**src/rtl/core_pkg.sv**
```systemverilog
// core_pkg: shared width constants and arbiter owner encoding
package core_pkg;
  localparam int DATA_WIDTH = 32;
  localparam int DATA_MEM_ADDR_WIDTH = 10;
  typedef enum logic [1:0] {OWN_NONE, OWN_FETCH, OWN_DATA} arb_owner_e;
endpackage

```
**src/rtl/starve_counter.sv**
```systemverilog
// starve_counter: saturating count of data grants taken while a fetch waits
module starve_counter #(
  parameter int LIMIT = 4
) (
  input  logic clk,
  input  logic rst,
  input  logic inc,
  input  logic clr,
  output logic sat
);
  localparam int W = LIMIT > 0 ? $clog2(LIMIT + 1) : 1;
  logic [W-1:0] cnt_q, cnt_d;
  assign sat = cnt_q == W'(LIMIT);
  always_comb cnt_d = clr ? '0 : (inc && !sat) ? cnt_q + 1'b1 : cnt_q;
  always_ff @(posedge clk) begin
    if (rst) cnt_q <= '0;
    else cnt_q <= cnt_d;
  end
endmodule

```
**src/rtl/mem_arbiter.sv**
```systemverilog
// mem_arbiter: shares one synchronous memory port between fetch and data requesters
module mem_arbiter
  import core_pkg::*;
#(
  parameter int STARVE_LIMIT = 4,
  parameter int ADDR_WIDTH = DATA_MEM_ADDR_WIDTH
) (
  input  logic                  clk,
  input  logic                  rst,
  input  logic                  if_req_i,
  input  logic [DATA_WIDTH-1:0] if_addr_i,
  output logic                  if_gnt_o,
  output logic                  if_rvalid_o,
  output logic [DATA_WIDTH-1:0] if_rdata_o,
  input  logic                  d_req_i,
  input  logic                  d_we_i,
  input  logic [3:0]            d_be_i,
  input  logic [DATA_WIDTH-1:0] d_addr_i,
  input  logic [DATA_WIDTH-1:0] d_wdata_i,
  output logic                  d_gnt_o,
  output logic                  d_rvalid_o,
  output logic [DATA_WIDTH-1:0] d_rdata_o,
  output logic                  mem_en_o,
  output logic [3:0]            mem_we_o,
  output logic [ADDR_WIDTH-1:0] mem_addr_o,
  output logic [DATA_WIDTH-1:0] mem_wdata_o,
  input  logic [DATA_WIDTH-1:0] mem_rdata_i,
  output logic                  stall_if_o
);
  arb_owner_e owner_q, owner_d;
  logic sat, if_gnt, d_gnt;
  logic unused_addr_bits;
  assign unused_addr_bits = ^{if_addr_i[DATA_WIDTH-1:ADDR_WIDTH+2], if_addr_i[1:0],
                              d_addr_i[DATA_WIDTH-1:ADDR_WIDTH+2], d_addr_i[1:0]};
  // data wins unless the waiting fetch has been passed over STARVE_LIMIT times
  always_comb begin
    d_gnt = !rst && d_req_i && !(if_req_i && sat);
    if_gnt = !rst && if_req_i && !d_gnt;
    owner_d = rst ? OWN_NONE : if_gnt ? OWN_FETCH : (d_gnt && !d_we_i) ? OWN_DATA : OWN_NONE;
  end
  starve_counter #(.LIMIT(STARVE_LIMIT)) u_starve (
    .clk(clk),
    .rst(rst),
    .inc(d_gnt && if_req_i),
    .clr(rst || !if_req_i || if_gnt),
    .sat(sat)
  );
  always_ff @(posedge clk) begin
    if (rst) owner_q <= OWN_NONE;
    else owner_q <= owner_d;
  end
  assign if_gnt_o = if_gnt;
  assign d_gnt_o = d_gnt;
  assign stall_if_o = if_req_i && !if_gnt;
  assign mem_en_o = if_gnt || d_gnt;
  assign mem_we_o = (d_gnt && d_we_i) ? d_be_i : 4'h0;
  assign mem_addr_o = if_gnt ? if_addr_i[ADDR_WIDTH+1:2] : d_addr_i[ADDR_WIDTH+1:2];
  assign mem_wdata_o = d_wdata_i;
  // a read in flight when reset hits is dropped rather than reported
  assign if_rvalid_o = !rst && owner_q == OWN_FETCH;
  assign d_rvalid_o = !rst && owner_q == OWN_DATA;
  assign if_rdata_o = mem_rdata_i;
  assign d_rdata_o = mem_rdata_i;
endmodule
```
**config.mk**
```make
export PLATFORM = sky130hd
export DESIGN_NAME = mem_arbiter
export DESIGN_NICKNAME = d
export VERILOG_FILES = /design/src/rtl/core_pkg.sv /design/src/rtl/starve_counter.sv /design/src/rtl/mem_arbiter.sv
export SDC_FILE = /design/constraint.sdc
export NUM_CORES = 1
export LEC_CHECK = 0
export CORE_AREA = 5 5 95 97
export CTS_CLUSTER_DIAMETER = 150
export DETAILED_ROUTE_END_ITERATION = 10
export DIE_AREA = 0 0 100 102
export PLACE_DENSITY = 0.74
export SLEW_MARGIN = 20
export SYNTH_ARGS = -nofsm -noshare
export SYNTH_HDL_FRONTEND = slang
export SYNTH_SLANG_ARGS = --single-unit
```
**constraint.sdc**
```tcl
create_clock -name clk -period 1.7 [get_ports clk]
set_input_delay 0.255 -clock clk [delete_from_list [all_inputs] [get_ports clk]]
set_output_delay 0.255 -clock clk [all_outputs]
set_load 0.02 [all_outputs]
```
**Yosys cells after proc, flatten, opt, wreduce, memory -nomap -nowiden**

Cells that the tools add are included.
W data, S select, Z words.

- Output and inout port bits: 116
- Logic and storage cells: 35
- Input port bits: 137
- Register bits after elaboration: 5

- Equality and inequality tests: 3
- Reductions and logical operators: 24
- $add $sub $neg: 1
- Multiplexer cells: 4

Operators by type and width:

| cell | number |
|---|---|
| $logic_and A1 B1 Y1 | 12 |
| $mux W10 | 1 |
| $logic_not A1 Y1 | 7 |
| $mux W4 | 1 |
| $reduce_or A2 Y1 | 2 |
| $add A3 B1 Y3 const B | 1 |
| $eq A3 B3 Y1 const B | 1 |
| $logic_or A1 B1 Y1 | 3 |
| $eq A2 B1 Y1 const B | 1 |
| $eq A2 B2 Y1 const B | 1 |
| $mux W2 | 1 |
| $mux W1 | 1 |

**Depth between registers and ports, before layout**

Gate-level depths: netlist of run 1.

- Word-level depth: 8
- Depth in mapped cells: 6
- Gate-level depth less buffers: 5

**Cells and area by module**

From an unflattened synthesis of run 1, not the netlist that was laid out.

- Cells, all modules: 149
- Area total of the unflattened synthesis: 1247.4 um^2

By module, submodules not included:

| module | area an instance (um^2) | instances | sequential area each (um^2) | cells each |
|---|---|---|---|---|
| mem_arbiter | 1059.8 | 1 | 40.0 | 131 |
| starve_counter | 187.7 | 1 | 60.1 | 18 |

**Least setup slack after synthesis of run 1**

Ideal clock, no wire load.

- Kind: register to output
- From: register u_starve.cnt_q[0]
- To: output mem_we_o[0]
- Data arrival time: 1.515 ns
- Setup slack: -0.070 ns
- Path buffers: 0
- Cell stages (with the launch flop): 5
- Data required time: 1.445 ns
- Cells stage by stage: dfxtp_1 inv_1 ha_1 a311oi_2 and3_1

- Longest elaborated chain between the ends: 6

Ends and longest elaborated chain:

| what | line | text |
|---|---|---|
| start: declaration | starve_counter.sv:12 | `logic [W-1:0] cnt_q, cnt_d;` |
| start signal: assignment | starve_counter.sv:17 | `else cnt_q <= cnt_d;` |
| $eq A3 B3 Y1 | starve_counter.sv:13 | `assign sat = cnt_q == W'(LIMIT);` |
| $logic_and A1 B1 Y1 | mem_arbiter.sv:37 | `d_gnt = !rst && d_req_i && !(if_req_i && sat);` |
| $logic_not A1 Y1 | mem_arbiter.sv:37 |  |
| $logic_and A1 B1 Y1 | mem_arbiter.sv:37 |  |
| net d_gnt_o | mem_arbiter.sv:20 | `output logic d_gnt_o,` |
| $logic_and A1 B1 Y1 | mem_arbiter.sv:56 | `assign mem_we_o = (d_gnt && d_we_i) ? d_be_i : 4'h0;` |
| $mux W4 | mem_arbiter.sv:56 |  |
| end: declaration | mem_arbiter.sv:24 | `output logic [3:0] mem_we_o,` |

The timed path passes the listed nets, and every way through them passes these cells.

**Worst setup path in the final report of run 1**

- From: register u_starve.cnt_q[1]
- To: output mem_addr_o[8]

- Longest elaborated chain between the ends: 7

Ends and longest elaborated chain:

| what | line | text |
|---|---|---|
| $eq A3 B3 Y1 | starve_counter.sv:13 |  |
| $logic_and A1 B1 Y1 | mem_arbiter.sv:37 |  |
| $logic_not A1 Y1 | mem_arbiter.sv:37 |  |
| $logic_and A1 B1 Y1 | mem_arbiter.sv:37 |  |
| $logic_not A1 Y1 | mem_arbiter.sv:38 | `if_gnt = !rst && if_req_i && !d_gnt;` |
| $logic_and A1 B1 Y1 | mem_arbiter.sv:38 |  |
| $mux W10 | mem_arbiter.sv:57 | `assign mem_addr_o = if_gnt ? if_addr_i[ADDR_WIDTH+1:2] : d_addr_i[ADDR_WIDTH+1:2];` |
| end: declaration | mem_arbiter.sv:25 | `output logic [ADDR_WIDTH-1:0] mem_addr_o,` |

Every way passes these cells.

==> flow_metrics.py, run 1 <==
metrics = {
    "status": {
        "status": "finished, violations left",
        "violations": "negative setup slack",
    },
    "clocking": {
        "cts_tree": "built",
        "cts_sinks": 5,
        "h-tree-depth": 1,
        "ctsHoldBuffers": 0,
        "numCtsBuffers": 3,
        "cts_buffer_depth": 2,
        "clock_latency_ns": 0.22,
        "clk_pin_slew_ns": 0.04,
        "root_buffer": "clkbuf_8",
    },
    "critical_path": {
        "arrival_ns": 1.60,
        "crit_type": "flop to primary output",
        "crit_required_ns": 1.44,
        "cp-start-kind": "flop",
        "endpoint_kind": "primary output",
        "critical_path.max_fanout": 10,
    },
    "power": {
        "power.share.combinational": 0.430,
        "internal-power_mw": 0.4405,
        "peakVddDrop_v": 0.0002311,
        "clkPwrFrac": 0.363,
        "seqPwrFrac": 0.208,
        "p_sw_frac": 0.2567,
        "finalPower_mw": 0.5926,
        "switchingPower_mw": 0.1521,
        "p_leak_nw": 0.5420,
        "cellPowerDensity_nw_per_um2": 462.5,
    },
    "yosys": {
        "synth_cell_types": 19,
        "synth-seq-area-share": 0.08466,
        "syn-instance-count": 137,
        "avgSynthCellArea_um2": 8.631,
        "synth.cell_area_um2": 1182,
        "synth-seq-cells": 5,
        "yosysWarnings": 0,
        "synth_nets": 276,
    },
    "final_layout": {
        "nFillCells": 902,
        "postLayoutCellArea_um2": 1281,
        "area_growth_pct": 8.360,
        "final_common_cell": "clkdlybuf4s50_1",
        "instances_no_fill": 211,
        "num-nets-final": 246,
        "num_antenna_cells": 0,
        "layout_common_cells": "25 x clkdlybuf4s50_1, 18 x buf_6, 10 x mux2_4, 10 x buf_4, 7 x dlygate4sd2_1",
        "drive_gt1_frac": 0.5377,
    },
    "floorplan": {
        "core_um2": 8051,
        "ios": 253,
        "row_count": 33,
        "die_area_um2": 10200,
        "die_w_um": 100,
        "initial_core_util": 0.1469,
        "chipHeight_um": 102,
    },
    "placement": {
        "dpl.hpwl_mm": 2.362,
        "pre_cts_slack_ns": -0.6832,
        "placedInstanceArea_um2": 1167,
        "gp_congestion": 0.6482,
        "placedCellCount": 205,
        "portBuffers": 48,
    },
    "timing": {
        "slew_viol_final": 0,
        "fmax_mhz": 540.2,
        "skew_ns": 0.002883,
        "setup_tns_ns": -1.704,
        "tightest_slew_ns": 0.3401,
        "fin_crit_ns": 1.851,
        "layout_setup_ws_ns": -0.1513,
        "slew_headroom": 0.7732,
        "finalHoldViolations": 0,
        "setup_viol": 17,
        "timing.final.crit_share": 1.089,
        "rsz0062_at_grt": "true",
    },
    "grt": {
        "grt_pass1_vias": 718,
        "grt_max_degree": 11,
        "grt_pass1_wl_mm": 3.946,
        "track_usage": 0.05015,
        "antenna_found_initial": 0,
        "grt-ovfl-total": 0,
    },
    "detailed_routing": {
        "dr.first_iter.drc_count": 31,
        "dr.pass1.iters": 2,
        "drt-vias-per-instance": 2.972,
        "routed_wl_mm": 2.768,
        "ant_nets": 0,
        "wl_per_cell_um": 13.12,
        "drc": 0,
        "vias": 627,
    },
    "job": {
        "drv_cap": 0,
    },
    "worst_hold_path": {
        "holdCritPathClass": "flop to flop",
    },
}
critical path, cell delays in order, from the launching register on:
cell and delay, ns:
dfxtp_2 0.32, inv_2 0.04, ha_4 0.16, a21boi_4 0.19, nor2_4 0.06, buf_12 0.15
mux2_4 0.29, buf_2 0.16
per-stage QoR:
step	util	hold slack, ns
finish	0.1591	0.5001
global route	0.1591	0.5100
CTS	0.1556	0.5020
detailed placement	0.1450	0.5008
global placement	0.1450	0.5006
floorplan	-	0.3266
layer usage:
layer / vias up / share of wire / GRT usage
met3: 36 / 0.16 / 0.03413
met1: 263 / 0.31 / 0.04323
li1: 277 / - / -
met4: 0 / 0.071 / 0.04041
met2: 51 / 0.45 / 0.08107
met5: - / 0 / 0
power by group through the flow:
stage | registers, mW | logic [mW] | clock network, mW
CTS | 0.123 | 0.250 | 0.220
global placement | 0.124 | 0.238 | 0
finish | 0.123 | 0.255 | 0.215
detailed placement | 0.124 | 0.242 | 0
global route | 0.123 | 0.268 | 0.230
floorplan | 0.124 | 0.425 | 0
cell families (layout without fill, tap and decap cells):
kind of cell	after synthesis	count (layout)	synth area share
buffers and inverters	100	69	0.6360
flip-flops	5	5	0.08466
AO/OA/AOI/OAI	2	2	0.02857
adder cells (fa/ha/maj)	2	2	0.02116
AND/OR/NAND/NOR	17	17	0.1005
multiplexers	11	11	0.1291
path summary, 6_finish.rpt:
kind | end | depth (start not counted) | slack [ns] | startpoint
worst max-delay path | mem_addr_o[8] | 7 | -0.15 | u_starve.cnt_q[1]
worst min register to register | u_starve.cnt_q[0] | 2 | 0.50 | u_starve.cnt_q[0]
worst max register to register | owner_q[1] | 6 | 0.37 | u_starve.cnt_q[1]
worst min-delay path | u_starve.cnt_q[0] | 2 | 0.50 | u_starve.cnt_q[0]
area by class of cell:
class | instances | area [µm²] | share of cell area
multi-input cells | 32 | 376.6 | 0.2939
repair buffers | 62 | 614.3 | 0.4795
clock buffers | 4 | 45.04 | 0.03516
inverters | 3 | 11.26 | 0.008789
well taps | 105 | 131.4 | 0.1025
flip-flops and latches | 5 | 102.6 | 0.08008
state kept, by name, indices dropped and copies added, names as in the netlist:
name and flops:
u_starve.cnt_q 3, owner_q 2
cell usage after synthesis, drive strengths merged:
library cell,count,area [µm²]
a21boi,1,18.77
nor2,5,26.27
inv,3,11.26
mux2i,1,10.01
and3,4,25.02
nor2b,1,6.260
and4b,1,11.26
nor3b,3,22.52
dfxtp,5,100.1
mux2,10,142.6
nor3,1,5.000
and2b,1,8.760
a311oi,1,15.01
ha,2,25.02
nand2b,1,13.76
buf,97,740.7
timing repair:
action | in CTS | in global routing
pin swaps | 6 | 4
resized for setup | 109 | 6
setup endpoints to repair | 20 | 17
setup buffers | 1 | 1
Power figures use the tool's default switching activity.
==> run 2: changes to the inputs <==
clock period = 1.8 ns   (was 1.7 ns; I/O delays follow)
==> flow_metrics.py, run 2 (same netlist as run 1, synthesis figures left out) <==
metrics = {
    "timing": {
        "whs_ns": 0.5400,
        "layout_setup_ws_ns": -0.1675,
        "skew_ns": 0.003532,
        "tightest_slew_ns": 0.3148,
        "rsz0062_at_grt": "true",
        "timing.final.crit_share": 1.093,
        "setup_viol": 11,
        "finalHoldViolations": 0,
        "fmax_mhz": 508.2,
        "fin_crit_ns": 1.968,
        "slew_headroom": 0.7902,
        "slew_viol_final": 0,
    },
    "power": {
        "seqPwrFrac": 0.205,
        "power.share.combinational": 0.431,
        "switchingPower_mw": 0.1468,
        "internal-power_mw": 0.4216,
        "p_leak_nw": 0.5761,
        "clkPwrFrac": 0.365,
        "p_sw_frac": 0.2583,
        "cellPowerDensity_nw_per_um2": 434.3,
        "peakVddDrop_v": 0.0001551,
    },
    "critical_path": {
        "endpoint_kind": "primary output",
        "crit_required_ns": 1.53,
        "crit_type": "flop to primary output",
        "rr_worst_depth": 6,
        "cp_cell_sequence": "inv_2 > ha_4 > a21boi_4 > nor2_4 > buf_12 > buf_12 > mux2_4 > buf_6",
        "reg2reg_from": "u_starve.cnt_q[0]",
        "r2r_setup_slack_ns": 0.58,
        "crit_slowest_cell": "dfxtp_2",
        "cp_common_cell": "buf_12",
        "arrival_ns": 1.70,
        "critical_path.max_fanout": 5,
        "crit_end": "mem_addr_o[5]",
        "cp-startpoint": "u_starve.cnt_q[0]",
        "slowest_delay_ns": 0.32,
        "cp-start-kind": "flop",
        "r2r_end": "u_starve.cnt_q[1]",
    },
    "final_layout": {
        "top_register": "u_starve.cnt_q",
        "drive_gt1_frac": 0.5229,
        "final_common_cell": "clkdlybuf4s50_1",
        "num-nets-final": 249,
        "num_antenna_cells": 0,
        "layout_common_cells": "25 x clkdlybuf4s50_1, 14 x buf_4, 13 x buf_6, 10 x mux2_4, 6 x dlygate4sd2_1",
        "largestRegisters": "u_starve.cnt_q x3, owner_q x2",
        "largest_register_ff_count": 3,
        "fin_util": 0.1625,
        "area_growth_pct": 10.69,
    },
    "floorplan": {
        "die_area_um2": 10200,
        "ios": 253,
        "initial_core_util": 0.1469,
        "chipHeight_um": 102,
        "row_count": 33,
        "die_w_um": 100,
        "core_um2": 8051,
    },
    "grt": {
        "grt_max_degree": 7,
        "grt_pass1_vias": 758,
        "grt-ovfl-total": 0,
        "grt_pass1_wl_mm": 4.174,
        "antenna_found_initial": 0,
        "track_usage": 0.05472,
    },
    "detailed_routing": {
        "ant_nets": 0,
        "dr.pass1.iters": 2,
        "wl_per_cell_um": 13.69,
        "drc": 0,
        "routed_wl_mm": 2.929,
        "vias": 655,
        "drt-vias-per-instance": 3.061,
        "dr.first_iter.drc_count": 7,
    },
    "clocking": {
        "cts_tree": "built",
        "clk_pin_slew_ns": 0.03,
        "cts_sinks": 5,
        "numCtsBuffers": 3,
        "h-tree-depth": 1,
        "root_buffer": "clkbuf_8",
        "cts_buffer_depth": 2,
        "clock_latency_ns": 0.22,
    },
    "job": {
        "drv_cap": 0,
    },
    "worst_hold_path": {
        "holdCritPathClass": "primary input to primary output",
    },
    "placement": {
        "portBuffers": 48,
        "gp_congestion": 0.8434,
        "dpl.hpwl_mm": 2.396,
    },
    "status": {
        "status": "finished, violations left",
        "violations": "negative setup slack",
    },
}
==> run 2: changes by cell type in the layout (fill, tap and decap cells not counted), sizes merged <==
cell | before | now
dlymetal6s2s | 0 | 1
buf | 30 | 31
dlygate4sd2 | 7 | 6
clkbuf | 4 | 6
==> run 2: critical path: cells and delay by family, from the launching register on <==
kind | cells | cell delay [ns]
simple gates | 1 | 0.08
flops | 1 | 0.32
buf+inv | 4 | 0.42
fa+ha+maj | 1 | 0.16
compound gates | 1 | 0.18
mux | 1 | 0.30
==> run 2: how the worst min path moves through the flow <==
stage                                 start                 to  slack (ns)  depth (start not counted)
after floorplan                      d_we_i         owner_q[1]        0.34                          1
after global placement    u_starve.cnt_q[0]  u_starve.cnt_q[0]        0.50                          2
after detailed placement  u_starve.cnt_q[0]  u_starve.cnt_q[0]        0.51                          2
after CTS                 u_starve.cnt_q[0]  u_starve.cnt_q[0]        0.51                          2
after global routing           d_wdata_i[3]     mem_wdata_o[3]        0.54                          0
final                         d_wdata_i[13]    mem_wdata_o[13]        0.54                          0
==> run 2: power groups by stage <==
stage	sequential, mW	combinational (mW)	clock [mW]
4_1_cts	0.116	0.250	0.214
5_1_grt	0.116	0.259	0.225
3_3_place_gp	0.118	0.222	0
2_1_floorplan	0.117	0.399	0
6_report	0.116	0.245	0.207
3_5_place_dp	0.118	0.225	0
==> run 2: layer usage <==
| metal | GRT usage | vias up | part of all wire |
|---|---|---|---|
| met1 | 0.03185 | 265 | 0.23 |
| met4 | 0.06114 | 0 | 0.096 |
| met3 | 0.04778 | 51 | 0.23 |
| met5 | 0 | - | 0 |
| met2 | 0.09133 | 57 | 0.45 |
| li1 | - | 282 | - |
==> run 2: final cells by class <==
type                            count  area [µm²]
Multi-Input combinational cell     32       361.6
Fill cell                         895        6743
Inverter                            3       11.26
Clock buffer                        4       45.04
Tap cell                          105       131.4
Sequential cell                     5       102.6
Timing Repair Buffer               65       656.9
==> run 2: metrics by stage <==
stage / instance area, µm² / setup slack (ns) / setup TNS, ns / power (mW) / cells
floorplan: 1182 / 0.01517 / 0 / 0.5168 / 137
global placement: 1161 / -0.5663 / -9.414 / 0.3393 / 204
detailed placement: 1161 / -0.6135 / -9.954 / 0.3423 / 204
CTS: 1325 / -0.1681 / -1.663 / 0.5802 / 213
global route: 1309 / -0.2226 / -1.989 / 0.6008 / 214
finish: 1309 / -0.1675 / -1.188 / 0.5683 / 214
==> run 2: repair_timing <==
| item | 4_1_cts | 5_1_grt |
|---|---|---|
| cloned | 1 | 0 |
| hold buffers | 0 | 0 |
| resized for setup | 92 | 14 |
| endpoints found under the setup margin | 20 | 16 |
| pin swaps | 3 | 6 |
| endpoints found under the hold margin | 0 | 0 |
| buffers inserted | 4 | 2 |
